<file path="src/rtl/elastic_buffer_pkg.sv">
// rtl/elastic_buffer_pkg.sv - shared SKP symbols, watermark defaults and helpers for the RX elastic buffer
package elastic_buffer_pkg;

    localparam logic [9:0] SKP_RDN = 10'b001111_1001;
    localparam logic [9:0] SKP_RDP = 10'b110000_0110;

    localparam int DATA_WIDTH_DEF   = 10;
    localparam int BUFFER_DEPTH_DEF = 16;
    localparam int HIGH_WM_HF_DEF   = 10;
    localparam int LOW_WM_HF_DEF    = 6;
    localparam int HIGH_WM_NE_DEF   = 4;
    localparam int LOW_WM_NE_DEF    = 1;

    typedef enum logic {
        BUF_MODE_NE = 1'b0,
        BUF_MODE_HF = 1'b1
    } buf_mode_e;

    function automatic logic is_skp_sym(input logic [9:0] sym);
        return (sym == SKP_RDN) || (sym == SKP_RDP);
    endfunction

endpackage

</file>
<file path="src/rtl/gray_sync_2ff.sv">
// rtl/gray_sync_2ff.sv - two-flop synchroniser for a Gray pointer with Gray->binary conversion
module gray_sync_2ff #(
    parameter int W = 5
) (
    input  logic         clk,
    input  logic         rst_n,
    input  logic [W-1:0] gray_in,
    output logic [W-1:0] bin_out
);

    logic [W-1:0] sync1_d, sync1_q;
    logic [W-1:0] sync2_d, sync2_q;

    always_comb begin
        sync1_d = gray_in;
        sync2_d = sync1_q;
        bin_out = '0;
        // Each binary bit is the XOR of all Gray bits at and above it.
        for (int i = 0; i < W; i++) begin
            bin_out[i] = ^(sync2_q >> i);
        end
    end

    always_ff @(posedge clk or negedge rst_n) begin
        if (!rst_n) begin
            sync1_q <= '0;
            sync2_q <= '0;
        end else begin
            sync1_q <= sync1_d;
            sync2_q <= sync2_d;
        end
    end

endmodule

</file>
<file path="src/rtl/write_pointer_control.sv">
// rtl/write_pointer_control.sv - elastic buffer write side; EB_SKP_STATS_EN adds SKP-delete/overflow counters
module write_pointer_control
    import elastic_buffer_pkg::*;
#(
    parameter int DATA_WIDTH   = DATA_WIDTH_DEF,
    parameter int BUFFER_DEPTH = BUFFER_DEPTH_DEF,
    parameter int HIGH_WM_HF   = HIGH_WM_HF_DEF,
    parameter int LOW_WM_HF    = LOW_WM_HF_DEF,
    parameter int HIGH_WM_NE   = HIGH_WM_NE_DEF,
    parameter int LOW_WM_NE    = LOW_WM_NE_DEF,
    localparam int AW          = $clog2(BUFFER_DEPTH)
) (
    input  logic                  write_clk,
    input  logic                  rst_n,
    input  logic [DATA_WIDTH-1:0] data_in,
    input  logic                  data_valid,
    input  logic                  buffer_mode,
    input  logic [AW:0]           gray_read_pointer,
    output logic                  write_enable,
    output logic [DATA_WIDTH-1:0] write_data,
    output logic [AW:0]           write_address,
    output logic [AW:0]           gray_write_pointer,
    output logic                  full,
    output logic                  add_req,
    output logic                  skp_removed,
`ifdef EB_SKP_STATS_EN
    output logic [7:0]            skp_del_count,
    output logic [7:0]            ovf_count,
`endif
    output logic                  overflow
);

    localparam int PW = AW + 1;

    logic [AW:0] rd_sync;
    logic [AW:0] fill, high_wm, low_wm;
    logic        is_skp, del, accept;
    buf_mode_e   mode;

    logic [AW:0] write_address_d, write_address_q;
    logic [AW:0] gray_write_pointer_d, gray_write_pointer_q;
    logic        add_req_d, add_req_q;
    logic        skp_removed_d, skp_removed_q;
    logic        overflow_d, overflow_q;
    logic        del_done_d, del_done_q;
`ifdef EB_SKP_STATS_EN
    logic [7:0]  skp_del_count_d, skp_del_count_q;
    logic [7:0]  ovf_count_d, ovf_count_q;
`endif

    gray_sync_2ff #(.W(PW)) u_rd_sync (
        .clk     (write_clk),
        .rst_n   (rst_n),
        .gray_in (gray_read_pointer),
        .bin_out (rd_sync)
    );

    always_comb begin
        mode = buf_mode_e'(buffer_mode);
        // Modulo subtraction keeps fill correct across pointer wrap.
        fill = write_address_q - rd_sync;
        full = (fill == PW'(BUFFER_DEPTH));
        if (mode == BUF_MODE_HF) begin
            high_wm = PW'(HIGH_WM_HF);
            low_wm  = PW'(LOW_WM_HF);
        end else begin
            high_wm = PW'(HIGH_WM_NE);
            low_wm  = PW'(LOW_WM_NE);
        end
        is_skp = is_skp_sym(data_in);
        del    = data_valid & is_skp & (fill >= high_wm) & ~del_done_q;
        accept = data_valid & ~del & ~full;

        write_address_d      = write_address_q + PW'(accept);
        gray_write_pointer_d = write_address_q ^ (write_address_q >> 1);
        add_req_d            = (fill <= low_wm);
        skp_removed_d        = del;
        overflow_d           = data_valid & ~del & full;

        del_done_d = del_done_q;
        if (del) begin
            del_done_d = 1'b1;
        end else if (data_valid && !is_skp) begin
            del_done_d = 1'b0;
        end
`ifdef EB_SKP_STATS_EN
        skp_del_count_d = skp_del_count_q;
        if (skp_removed_q && (skp_del_count_q != 8'hFF)) begin
            skp_del_count_d = skp_del_count_q + 8'd1;
        end
        ovf_count_d = ovf_count_q;
        if (overflow_q && (ovf_count_q != 8'hFF)) begin
            ovf_count_d = ovf_count_q + 8'd1;
        end
`endif
    end

    always_ff @(posedge write_clk or negedge rst_n) begin
        if (!rst_n) begin
            write_address_q      <= '0;
            gray_write_pointer_q <= '0;
            add_req_q            <= 1'b0;
            skp_removed_q        <= 1'b0;
            overflow_q           <= 1'b0;
            del_done_q           <= 1'b0;
`ifdef EB_SKP_STATS_EN
            skp_del_count_q      <= '0;
            ovf_count_q          <= '0;
`endif
        end else begin
            write_address_q      <= write_address_d;
            gray_write_pointer_q <= gray_write_pointer_d;
            add_req_q            <= add_req_d;
            skp_removed_q        <= skp_removed_d;
            overflow_q           <= overflow_d;
            del_done_q           <= del_done_d;
`ifdef EB_SKP_STATS_EN
            skp_del_count_q      <= skp_del_count_d;
            ovf_count_q          <= ovf_count_d;
`endif
        end
    end

    assign write_enable       = accept;
    assign write_data         = data_in;
    assign write_address      = write_address_q;
    assign gray_write_pointer = gray_write_pointer_q;
    assign add_req            = add_req_q;
    assign skp_removed        = skp_removed_q;
    assign overflow           = overflow_q;
`ifdef EB_SKP_STATS_EN
    assign skp_del_count      = skp_del_count_q;
    assign ovf_count          = ovf_count_q;
`endif

endmodule
</file>
<file path="config.mk">
export PLATFORM = sky130hd
export DESIGN_NAME = write_pointer_control
export DESIGN_NICKNAME = d
export VERILOG_FILES = /design/src/rtl/elastic_buffer_pkg.sv /design/src/rtl/gray_sync_2ff.sv /design/src/rtl/write_pointer_control.sv
export SDC_FILE = /design/constraint.sdc
export NUM_CORES = 1
export LEC_CHECK = 0
export ABC_AREA = 1
export BUFFER_PORTS_ARGS = -buffer_cell sky130_fd_sc_hd__buf_4
export CORE_MARGIN = 5
export CORE_UTILIZATION = 50
export CTS_CLUSTER_DIAMETER = 40
export CTS_CLUSTER_SIZE = 40
export DETAILED_ROUTE_END_ITERATION = 8
export PLACE_DENSITY = 0.79
export SYNTH_ARGS = -nofsm -noshare
export SYNTH_HDL_FRONTEND = slang
export SYNTH_SLANG_ARGS = --single-unit
export TNS_END_PERCENT = 20
</file>
<file path="constraint.sdc">
create_clock -name write_clk -period 4.68 [get_ports write_clk]
set_clock_uncertainty 0.2 [all_clocks]
set_input_delay 0.936 -clock write_clk [delete_from_list [all_inputs] [get_ports write_clk]]
set_output_delay 0.936 -clock write_clk [all_outputs]
set_load 0.03 [all_outputs]
</file>
# Yosys cells after proc, flatten, opt, wreduce, memory -nomap -nowiden
# Cells that the tools add are included.
# op_classes
add_sub_neg,2
magnitude_cmp,2
n_eq_ne,3
muxes,4
bitwise,10
reduce_logical,9
# ops
cell,n
$reduce_xor A5 Y1,5
$eq A10 B10 Y1 const B,1
$eq A10 B8 Y1 const B,1
$and A1 B1 Y1,6
$add A5 B1 Y5,1
$eq A5 B5 Y1 const B,1
$ge A5 B4 Y1,1
$le A5 B3 Y1,1
$sub A5 B5 Y5,1
$xor A5 B4 Y5,1
$mux W4,1
$mux W3,1
$not A1 Y1,3
$mux W1,2
$reduce_bool A2 Y1,1
$logic_and A1 B1 Y1,1
$logic_not A1 Y1,1
$logic_or A1 B1 Y1,1
# totals
register_bits,24
in_bits,19
out_inout_bits,25
elab_cells,38

# Depth between registers and ports, before layout
# Gate-level depths: netlist (run 1).
# depth
ltp_word,9
depth_mapped,20
depth_no_buf,20

# By module
# A second synthesis (run 1) with hierarchy kept.
# unflattened
hier_cells,166
area_unflattened_um2,1455.1
# by_module_without_submodules
mod,n_inst,cells_per_inst,area_per_inst_um2,seq_area_each_um2
write_pointer_control,1,129,1061.0,350.3
gray_sync_2ff,1,37,394.1,250.2

# Worst setup path after synthesis (run 1)
# OpenSTA, ideal clock, no wires.
# synth_timing
kind,reg2out
from,register u_rd_sync.sync2_q[4]
to,output write_enable
t_arrival_ns,2.859
t_required_ns,3.544
path_slack_ns,0.685
path_stages_with_launch,17
path_buffers,0
cell_sequence,dfrtp_1 > xnor2_2 > xnor2_2 > xnor2_1 > ha_1 > fa_1 > inv_1 > ha_1 > nand2_1 > nand2_1 > nand2_1 > nand2_1 > nand2_1 > nand3_2 > nand2_1 > nand2_1 > nor2_1
# synth_between
elab_chain_len,8
elab_cells_between_ends,14
cone_classes,add/sub: 1; order compare: 1; eq/ne: 1; bitwise: 6; reduce/logical: 5
# synth_lines
item,line_no,rtl
from (decl),gray_sync_2ff.sv:12,"logic [W-1:0] sync2_d, sync2_q;"
from (signal assigned),gray_sync_2ff.sv:30,sync2_q <= sync2_d;
$reduce_xor A5 Y1,gray_sync_2ff.sv:20,bin_out[i] = ^(sync2_q >> i);
$sub A5 B5 Y5 (*),write_pointer_control.sv:61,fill = write_address_q - rd_sync;
$ge A5 B4 Y1,write_pointer_control.sv:71,del = data_valid & is_skp & (fill >= high_wm) & ~del_done_q;
$and A1 B1 Y1 (2 in series),write_pointer_control.sv:71,
$not A1 Y1,write_pointer_control.sv:72,accept = data_valid & ~del & ~full;
$and A1 B1 Y1,write_pointer_control.sv:72,
$and A1 B1 Y1 (*),write_pointer_control.sv:72,
to (decl),write_pointer_control.sv:19,"output logic write_enable,"
# Every way passes the cells marked *; elsewhere a longest branch is shown, timed or not.

# Final worst setup path (run 1)
# Ends and elaborated chain as after synthesis.

==> summary.txt, run 1 <==
Worst setup path
  • Crit-path max FO: 3
  • Crit Path Class: flop to output pin
  • Critical Path RT: about 3.5 ns
  • Arrival time at the worst endpoint: around 3.3 ns
  • Worst setup EP type: output pin
  • Worst setup SP type: flop

STA
  • Final clock period utilization by the worst path: between 90% and 100%
  • Max Fclk: between 200 and 250 MHz
  • Fin crit period: around 4.4 ns
  • Worst slew pin tran: roughly 0.29 ns
  • Max-slew headroom: a little over 80%
  • Final Max Slew Viols: 0
  • Setup TNS: 0 ns
  • RSZ-0062 raised after global routing: no
  • Hold Violations, Final: 0
  • Final-report setup violation count: 0

Drt
  • Number of vias per cell: between 4 and 5
  • Met2 WL: between 1000 and 1500 um
  • First drt pass iteration count: 4
  • Antenna-violating nets left: 0
  • DR WL met3: 285 um
  • M1 wire length: about 860 um
  • Final wirelength: approximately 2500 um
  • Top routing layer used: met4
  • Vias: a little over 1,000
  • WL/cell: between 10 and 15 um
  • DR iter-0 viols: 42
  • # DRC: 0

Yosys
  • Synth Area per Inst: roughly 9.4 sq um
  • Largest area contributor in the netlist: dfrtp_1
  • Sequential area share after synthesis: between 40% and 50%
  • Top_reg_cell synth: dfrtp_1
  • Ys async rst share: 100%
  • Mapped Area: roughly 1300 sq um
  • Most frequent cells after synthesis: nand2_1 (30), dfrtp_1 (24), inv_1 (23), ha_1 (14), nor2_1 (12)
  • Synth top area cells: dfrtp_1 (45%), ha_1 (13%), nand2_1 (8.4%)
  • Post-synth top area share: ~45%
  • Number of flops mapped to enable cells by yosys: 0
  • Synthesis warning total: 0
  • Syn Nets: 176
  • Cells after synthesis: between 100 and 150
  • Synth cell types: 19
  • #FFs+latches synth: 24
  • Most frequent cell after synthesis: nand2_1

Die
  • DIE HEIGHT: around 60 um
  • Initial Util: between 50 and 60%
  • # rows: 18
  • I/O pin count: 44
  • Area of the core: roughly 2500 sq um
  • Die W: between 60 and 70 um
  • Full die area: between 3000 and 4000 sq um

Clocking
  • # clock sinks: 24
  • Post-CTS setup buffers: 0
  • CTS Hold Bufs: 0
  • Clock transition at the registers of the reported paths: between 0.1 and 0.15 ns
  • Worst-Skew Late Latency: between 0.3 and 0.4 ns
  • TritonCTS clock tree: built
  • CTS max path bufs: 2
  • H-tree Lvls: 1
  • CTS root buf: clkbuf_4
  • # resized after CTS: 0
  • CTS buffer count: 3

Global route
  • Largest net degree at the start of global routing: 25
  • First-pass GRT wire length: between 4000 and 5000 um
  • Initial antenna violation count: 0
  • Vias in the first global route: 982
  • Gr usage total: between 10% and 20%
  • Total grt overflow: 0

Placement
  • Port buffer count: 43
  • Dpl cell area: 1620 sq um
  • Final HPWL DP: 2140 um
  • RePlAce Congestion: roughly 0.75

Power and ir drop
  • Reg power frac: between 30 and 40%
  • Cell Int Power: about 0.00054 W
  • PD cells: ~630 nW/um^2
  • Overall Power: 0.00103 W
  • Comb pwr share: approximately three fifths
  • Lkg Pwr: between 0.9 and 1 nW
  • Clk pwr share: under 10%
  • VDD IR max: approximately 0.40 mV
  • P_sw: 0.000485 W
  • Switching Fraction: between 40% and 50%

Final layout
  • Final-layout fill cell count: about 210
  • Synthesis-to-finish area growth: 22.4%
  • Finished Core Util: roughly 65%
  • Share of post-route cells with drive strength above 1: between 20% and 30%
  • Register area: roughly 600 sq um
  • Final #Nets: between 200 and 250
  • Design area: 1640 sq um
  • Area of the multi-input gates: between 500 and 600 sq um
  • Ant diodes: 0

Hold path
  • Hold Crit Class: flop to flop

Status
  • Status: completed

Job
  • Max-Cap Viols: 0
## area by class of cell
class | instances | share of cell area [%]
sequential | 24 | 36.6
multi-input combinational | 84 | 34.7
timing repair buffer | 43 | 19.7
tap | 30 | 2.29
inverter | 23 | 5.27
clock buffer | 3 | 1.37
## power by group through the flow
| stage | clock network [W] | logic (W) | registers (W) |
|---|---|---|---|
| global placement | 0 | 0.000589 | 0.000311 |
| detailed placement | 0 | 0.000632 | 0.000315 |
| global route | 0.0000996 | 0.000705 | 0.000317 |
| finish | 0.0000866 | 0.000631 | 0.000309 |
| CTS | 0.0000906 | 0.000634 | 0.000310 |
| floorplan | 0 | 0.000356 | 0.000393 |
## layer usage
metal,track usage (%),vias to the layer above
li1,-,495
met1,15.0,476
met2,30.0,48
met3,3.31,3
met4,6.06,0
met5,0,-
## flip-flops by register name, summed over array words and instances, names as in the netlist
register and count:
skp_removed 1, write_address 5, u_rd_sync.sync2_q 5, del_done_q 1, overflow 1, gray_write_pointer 5, u_rd_sync.sync1_q 5, add_req 1
## cells in the final DEF, fill, tap and decap left out
cell type | Yosys | routed
dfrtp_1 | 24 | 24
nand3_1 | 5 | 5
ha_1 | 14 | 14
and3_1 | 1 | 1
inv_1 | 23 | 23
xnor2_1 | 4 | 4
o21ai_0 | 1 | 1
buf_4 | 11 | 43
nand2_2 | 1 | 1
a21oi_1 | 3 | 3
nand2_1 | 30 | 30
or2_1 | 1 | 1
xnor2_2 | 2 | 2
fa_1 | 1 | 1
xor2_2 | 1 | 1
nand3b_1 | 2 | 2
nor2_1 | 12 | 12
clkbuf_4 | 0 | 3
nand3_2 | 1 | 1
xor2_1 | 5 | 5
## logic make-up after synthesis
| group | Yosys count | share of synthesized area [%] |
|---|---|---|
| fa+ha+maj | 15 | 14.6 |
| simple gates | 53 | 16.9 |
| compound gates | 4 | 1.49 |
| xor+xnor | 12 | 9.53 |
| flops | 24 | 44.9 |
| buf+inv | 34 | 12.6 |
## final timing paths
path	startpoint	to	slack, ns	depth (start not counted)
max	u_rd_sync.sync2_q[4]$_DFF_PN0_	write_enable	0.25	17
min	u_rd_sync.sync1_q[0]$_DFF_PN0_	u_rd_sync.sync2_q[0]$_DFF_PN0_	0.16	0
max reg2reg	u_rd_sync.sync2_q[4]$_DFF_PN0_	write_address[4]$_DFF_PN0_	0.93	20
min reg2reg	u_rd_sync.sync1_q[0]$_DFF_PN0_	u_rd_sync.sync2_q[0]$_DFF_PN0_	0.16	0
max in group asynchronous	rst_n	u_rd_sync.sync2_q[0]$_DFF_PN0_	3.76	1
min in group asynchronous	rst_n	write_address[1]$_DFF_PN0_	0.29	1
## per-stage QoR
| stage | cells | hold slack, ns | setup WS (ns) |
|---|---|---|---|
| final | 207 | 0.164 | 0.247 |
| after global routing | 207 | 0.183 | 0.0141 |
| after CTS | 207 | 0.168 | 0.208 |
| after detailed placement | 204 | 0.140 | 0.559 |
| after global placement | 204 | 0.133 | 0.695 |
| after floorplan | 142 | 0.131 | 0.685 |
## worst max-delay path, stage by stage, from the launching register on
cell	delay [ns]
dfrtp_1	0.44
xnor2_2	0.26
xnor2_2	0.14
xnor2_1	0.14
ha_1	0.20
fa_1	0.53
inv_1	0.06
ha_1	0.31
nand2_1	0.07
nand2_1	0.06
nand2_1	0.06
nand2_1	0.04
nand2_1	0.07
nand3_2	0.07
nand2_1	0.09
nand2_1	0.08
nor2_1	0.18
buf_4	0.20
Note: power is estimated with default switching activity, not from simulation.
==> run 2, diff against run 1 <==
Settings changed: CORE_UTILIZATION 50 to 35, PLACE_DENSITY 0.79 to unset.
==> run 2 against run 1 <==
  * Core utilization fell by 19 points
  * Register-to-register slack better by 0.10 ns
  * Largest cell class unchanged
  * Clock power is 33% higher
  * Via count shrank 5.2%
  * Power is 0.71% higher
  * Die area rose by 35%
==> summary.txt, run 2 (synthesis gave the netlist of run 1 again) <==
Status
  • Status: completed (unchanged)

Clocking
  • TritonCTS clock tree: built (unchanged)
  • CTS max path bufs: 2 (unchanged)
  • H-tree Lvls: 1 (unchanged)
  • Post-CTS setup buffers: 0 (unchanged)
  • Clock transition at the registers of the reported paths: 0.07 ns (was 0.11 ns)
  • CTS buffer count: 3 (unchanged)
  • CTS Hold Bufs: 0 (unchanged)
  • CTS root buf: clkbuf_8 (was clkbuf_4)
  • # resized after CTS: 0 (unchanged)
  • # clock sinks: 24 (unchanged)
  • Worst-Skew Late Latency: 0.26 ns (was 0.31 ns)

Hold path
  • Hold Crit Class: flop to flop (unchanged)
  • Hold path depth: 0 (unchanged)

Worst setup path
  • Reg2Reg Depth: 19 (was 20)
  • Arrival time at the worst endpoint: 3.16 ns (was 3.30 ns)
  • Critical Path RT: 3.54 ns (about the same)
  • Worst setup SP type: flop (unchanged)
  • Crit-path max FO: 3 (unchanged)
  • Worst setup EP type: output pin (unchanged)
  • Crit Path Class: flop to output pin (unchanged)

Global route
  • Total grt overflow: 0 (unchanged)
  • First-pass GRT wire length: 4080 um (was 4120 um)
  • Largest net degree at the start of global routing: 25 (unchanged)
  • Vias in the first global route: 976 (was 982)
  • Gr usage total: 10.3% (was 15.2%)
  • Initial antenna violation count: 0 (unchanged)

Drt
  • DR iter-0 viols: 22 (was 42)
  • Antenna-violating nets left: 0 (unchanged)
  • Number of vias per cell: 4.31 (was 4.94)
  • # DRC: 0 (unchanged)
  • Final wirelength: 2440 um (was 2540 um)
  • First drt pass iteration count: 3 (was 4)
  • WL/cell: 10.9 um (was 12.3 um)
  • Vias: 969 (was 1,022)

Die
  • Area of the core: 3690 sq um (was 2520 sq um)
  • # rows: 22 (was 18)
  • Die W: 71.8 um (was 61.7 um)
  • DIE HEIGHT: 71.8 um (was 61.7 um)
  • I/O pin count: 44 (unchanged)
  • Full die area: 5160 sq um (was 3810 sq um)
  • Initial Util: 36.3% (was 53.1%)

Final layout
  • Synthesis-to-finish area growth: 25.5% (was 22.4%)
  • Ant diodes: 0 (unchanged)
  • Final #Nets: 213 (unchanged)
  • Commonest non-fill, non-tap cells in the layout: buf_4 (43), nand2_1 (30), dfrtp_1 (24) (unchanged)
  • Share of post-route cells with drive strength above 1: 28.8% (unchanged)
  • Final-layout fill cell count: 374 (was 205)
  • Commonest non-fill, non-tap cell in the layout: buf_4 (unchanged)

STA
  • RSZ-0062 raised after global routing: no (unchanged)
  • Fin crit period: 4.29 ns (was 4.43 ns)
  • Max-slew headroom: 79.9% (was 80.5%)
  • Worst slew pin tran: 0.299 ns (was 0.292 ns)
  • Final WS setup: 0.386 ns (was 0.247 ns)
  • Final Max Slew Viols: 0 (unchanged)
  • Setup TNS: 0 ns (unchanged)
  • Final clock period utilization by the worst path: 91.8% (was 94.7%)
  • Final-report setup violation count: 0 (unchanged)
  • WHS: 0.152 ns (was 0.164 ns)
  • Max Fclk: 233 MHz (was 226 MHz)
  • Hold Violations, Final: 0 (unchanged)

Power and ir drop
  • PD cells: 615 nW/um^2 (was 627 nW/um^2)
  • VDD IR max: 0.213 mV (was 0.405 mV)
  • Lkg Pwr: 0.929 nW (was 0.921 nW)

Placement
  • RePlAce Congestion: 0.806 (was 0.751)
  • Final HPWL DP: 2040 um (was 2140 um)
  • Pre-CTS WS: 0.635 ns (was 0.559 ns)
  • Port buffer count: 43 (unchanged)

Job
  • Max-Cap Viols: 0 (unchanged)
## run 2: layout make-up
type / instances / area (sq um) / share of cell area, %
flip-flops and latches: 24 / 601 / 35.7
inverters: 23 / 86.3 / 5.14
clock buffers: 3 / 41.3 / 2.46
repair buffers: 43 / 323 / 19.2
multi-input cells: 84 / 569 / 33.9
well taps: 48 / 60.1 / 3.57
## run 2: final timing paths
check                                          startpoint                        endpoint  slack (ns)
min                        u_rd_sync.sync1_q[2]$_DFF_PN0_  u_rd_sync.sync2_q[2]$_DFF_PN0_        0.15
max reg2reg                u_rd_sync.sync2_q[4]$_DFF_PN0_      write_address[4]$_DFF_PN0_        1.03
min reg2reg                u_rd_sync.sync1_q[2]$_DFF_PN0_  u_rd_sync.sync2_q[2]$_DFF_PN0_        0.15
max in group asynchronous                           rst_n               add_req$_DFF_PN0_        3.70
max                        u_rd_sync.sync2_q[4]$_DFF_PN0_                    write_enable        0.39
min in group asynchronous                           rst_n      write_address[1]$_DFF_PN0_        0.36
## run 2: per-layer routing
layer,vias to the layer above,global-route usage [%],share of wire [%]
li1,491,-,-
met4,0,4.38,1.6
met3,5,4.35,9.8
met2,37,19.5,50
met1,436,9.46,38
met5,-,0,0
## run 2: report_power, final
| part | switching (W) | internal, W |
|---|---|---|
| logic | 0.000364 | 0.000245 |
| registers | 0.0000474 | 0.000262 |
| clock network | 0.0000574 | 0.0000574 |
## run 2: per-stage QoR
stage | utilization [%] | instance area, sq um | std cells | power [W]
5_1_grt | 45.6 | 1680 | 225 | 0.00114
2_1_floorplan | - | 1340 | 142 | 0.000749
3_5_place_dp | 44.4 | 1640 | 222 | 0.000934
4_1_cts | 45.6 | 1680 | 225 | 0.00106
3_3_place_gp | 44.4 | 1640 | 222 | 0.000905
6_report | 45.6 | 1680 | 225 | 0.00103
## run 2: worst max-delay path: stages (launching register included)
cell,delay [ns]
dfrtp_1,0.42
xnor2_2,0.27
xnor2_2,0.14
xnor2_1,0.14
ha_1,0.20
fa_1,0.53
inv_1,0.06
ha_1,0.31
nand2_1,0.07
nand2_1,0.04
nand2_1,0.05
nand2_1,0.04
nand2_1,0.07
nand3_2,0.07
nand2_1,0.10
nand2_1,0.08
nor2_1,0.13
buf_4,0.18
==> run 3, diff against run 2 <==
Settings changed: CORE_UTILIZATION 35 to 45, PLACE_DENSITY set to 0.72.
==> run 3 against run 2 <==
  * Clock power is 30% higher
  * Core utilization up 14 points
  * Final cell count shrank 7.1%
  * Design area shrank 0.60%
  * Critical path type unchanged
  * Largest power group unchanged
  * Highest routed layer unchanged
==> summary.txt, run 3 (synthesis gave the netlist of run 1 again) <==
Status
  • Status: completed (unchanged)

Worst setup path
  • Delay of the slowest critical-path stage: 0.44 ns (was 0.53 ns)
  • Arrival time at the worst endpoint: 3.23 ns (was 3.16 ns)
  • Reg-to-reg critical path startpoint: u_rd_sync.sync2_q[4]$_DFF_PN0_ (unchanged)
  • WP buf/inv: 2 (unchanged)
  • Critical path's top delay family: adder cells (unchanged)
  • Slowest-stage cell, CP: dfrtp_1 (was fa_1)
  • Worst setup SP type: flop (unchanged)
  • Crit-path max FO: 3 (unchanged)
  • Reg2Reg Depth: 19 (unchanged)
  • Most frequent CP cell: nand2_1 (unchanged)
  • Crit Path Class: flop to output pin (unchanged)
  • Critical Path RT: 3.54 ns (about the same)
  • Worst setup EP type: output pin (unchanged)
  • R2R Setup Slk: 1.05 ns (was 1.03 ns)
  • RR Endpoint: write_address[4]$_DFF_PN0_ (unchanged)
  • Worst path cell trace: xnor2_2 -> xnor2_2 -> xnor2_1 -> ha_1 -> fa_1 -> xnor2_1 -> ha_1 -> inv_1 -> nand2_1 -> nand2_1 -> nand2_1 -> nand3_2 -> nand2_1 -> nand2_1 -> nor2_1 -> buf_4 (was xnor2_2 -> xnor2_2 -> xnor2_1 -> ha_1 -> fa_1 -> inv_1 -> ha_1 -> nand2_1 -> nand2_1 -> nand2_1 -> nand2_1 -> nand2_1 -> nand3_2 -> nand2_1 -> nand2_1 -> nor2_1 -> buf_4)

Drt
  • First drt pass iteration count: 4 (was 3)
  • Antenna-violating nets left: 0 (unchanged)
  • Vias: 960 (was 969)
  • # DRC: 0 (unchanged)
  • WL/cell: 11.5 um (was 10.9 um)
  • Final wirelength: 2400 um (was 2440 um)
  • DR iter-0 viols: 8 (was 22)
  • Number of vias per cell: 4.59 (was 4.31)

STA
  • Final Max Slew Viols: 0 (unchanged)
  • Final-report setup violation count: 0 (unchanged)
  • Max Fclk: 229 MHz (was 233 MHz)
  • Final clock period utilization by the worst path: 93.3% (was 91.8%)
  • Worst slew pin tran: 0.302 ns (was 0.299 ns)
  • Hold Violations, Final: 0 (unchanged)
  • Setup TNS: 0 ns (unchanged)
  • Max-slew headroom: 79.8% (was 79.9%)
  • Fin crit period: 4.37 ns (was 4.29 ns)
  • RSZ-0062 raised after global routing: no (unchanged)

Global route
  • Total grt overflow: 0 (unchanged)
  • Largest net degree at the start of global routing: 25 (unchanged)
  • First-pass GRT wire length: 4080 um (unchanged)
  • Initial antenna violation count: 0 (unchanged)
  • Gr usage total: 12.2% (was 10.3%)
  • Met1 Track Usage GR: 13.1% (was 9.46%)
  • GR peak layer: met2 (unchanged)
  • Grt met2 use: 23.7% (was 19.5%)
  • Vias in the first global route: 1,002 (was 976)
  • Global routing usage on met3: 3.28% (was 4.35%)

Clocking
  • # clock sinks: 24 (unchanged)
  • CTS max path bufs: 2 (unchanged)
  • Clock transition at the registers of the reported paths: 0.14 ns (was 0.07 ns)
  • CTS Hold Bufs: 0 (unchanged)
  • # resized after CTS: 0 (unchanged)
  • CTS buffer count: 3 (unchanged)
  • CTS root buf: clkbuf_4 (was clkbuf_8)
  • TritonCTS clock tree: built (unchanged)
  • H-tree Lvls: 1 (unchanged)
  • Post-CTS setup buffers: 0 (unchanged)
  • Worst-Skew Late Latency: 0.31 ns (was 0.26 ns)

Final layout
  • Finished Core Util: 59.5% (was 45.6%)
  • Commonest non-fill, non-tap cell in the layout: buf_4 (unchanged)
  • Post-Layout Cell Count: 209 (was 225)
  • Synthesis-to-finish area growth: 24.8% (was 25.5%)
  • Share of post-route cells with drive strength above 1: 29.2% (was 28.8%)
  • Final #Nets: 213 (unchanged)
  • Commonest non-fill, non-tap cells in the layout: buf_4 (43), nand2_1 (30), dfrtp_1 (24) (unchanged)
  • Ant diodes: 0 (unchanged)

Die
  • Initial Util: 47.7% (was 36.3%)
  • Full die area: 4170 sq um (was 5160 sq um)
  • # rows: 19 (was 22)
  • Die W: 64.5 um (was 71.8 um)
  • DIE HEIGHT: 64.5 um (was 71.8 um)
  • Area of the core: 2810 sq um (was 3690 sq um)
  • I/O pin count: 44 (unchanged)

Power and ir drop
  • PD cells: 638 nW/um^2 (was 615 nW/um^2)
  • Overall Power: 0.00107 W (was 0.00103 W)
  • Lkg Pwr: 0.935 nW (was 0.929 nW)
  • VDD IR max: 0.263 mV (was 0.213 mV)

Hold path
  • Hold path depth: 0 (unchanged)
  • Hold endpoint: u_rd_sync.sync2_q[2]$_DFF_PN0_ (unchanged)
  • Hold Path Origin: u_rd_sync.sync1_q[2]$_DFF_PN0_ (unchanged)
  • Hold Crit Class: flop to flop (unchanged)

Placement
  • Placed cells: 205 (was 222)
  • RePlAce Congestion: 0.780 (was 0.806)
  • Port buffer count: 43 (unchanged)
  • Final HPWL DP: 2010 um (was 2040 um)

Job
  • Max-Cap Viols: 0 (unchanged)
-- run 3: worst reg2reg max path, stage by stage (launching register included) --
cell	delay, ns
dfrtp_1	0.44
xnor2_2	0.28
xnor2_2	0.14
xnor2_1	0.15
ha_1	0.20
fa_1	0.41
xnor2_1	0.28
ha_1	0.31
inv_1	0.08
nand2_1	0.05
nand2_1	0.05
nand2_1	0.05
nand3_2	0.06
nand2_1	0.07
nand2_1	0.08
nor2_1	0.06
ha_1	0.20
ha_1	0.21
nand2_1	0.09
xor2_1	0.14
-- run 3: per-stage QoR --
stage	worst slack, ns	hold WS (ns)	area [sq um]
global route	0.0359	0.177	1670
floorplan	0.685	0.131	1340
global placement	0.735	0.133	1620
detailed placement	0.662	0.135	1620
CTS	0.286	0.165	1670
finish	0.313	0.163	1670
-- run 3: final cells by class --
type / count / area (sq um)
Sequential cell: 24 / 601
Clock buffer: 3 / 22.5
Inverter: 23 / 86.3
Multi-Input combinational cell: 84 / 569
Fill cell: 249 / 1130
Timing Repair Buffer: 43 / 323
Clock inverter: 1 / 30.0
Tap cell: 31 / 38.8
-- run 3: metal layers --
metal	vias up	wire length, um
met1	430	931
li1	494	-
met2	34	1240
met4	0	9
met5	-	0
met3	2	220
-- run 3: how the worst max path moves through the flow --
| stage | start | cells past startpoint | endpoint |
|---|---|---|---|
| global route | u_rd_sync.sync2_q[4]$_DFF_PN0_ | 17 | write_enable |
| detailed placement | u_rd_sync.sync2_q[4]$_DFF_PN0_ | 17 | write_enable |
| floorplan | u_rd_sync.sync2_q[4]$_DFF_PN0_ | 16 | write_enable |
| global placement | u_rd_sync.sync2_q[4]$_DFF_PN0_ | 17 | write_enable |
| finish | u_rd_sync.sync2_q[4]$_DFF_PN0_ | 16 | write_enable |
| CTS | u_rd_sync.sync2_q[4]$_DFF_PN0_ | 17 | write_enable |
-- run 3: power breakdown --
group,switching [W],total (W),internal (W)
Sequential,0.0000463,0.000308,0.000262
Clock,0.0000624,0.000149,0.0000865
Combinational,0.000362,0.000609,0.000246
Total,0.000471,0.00107,0.000595
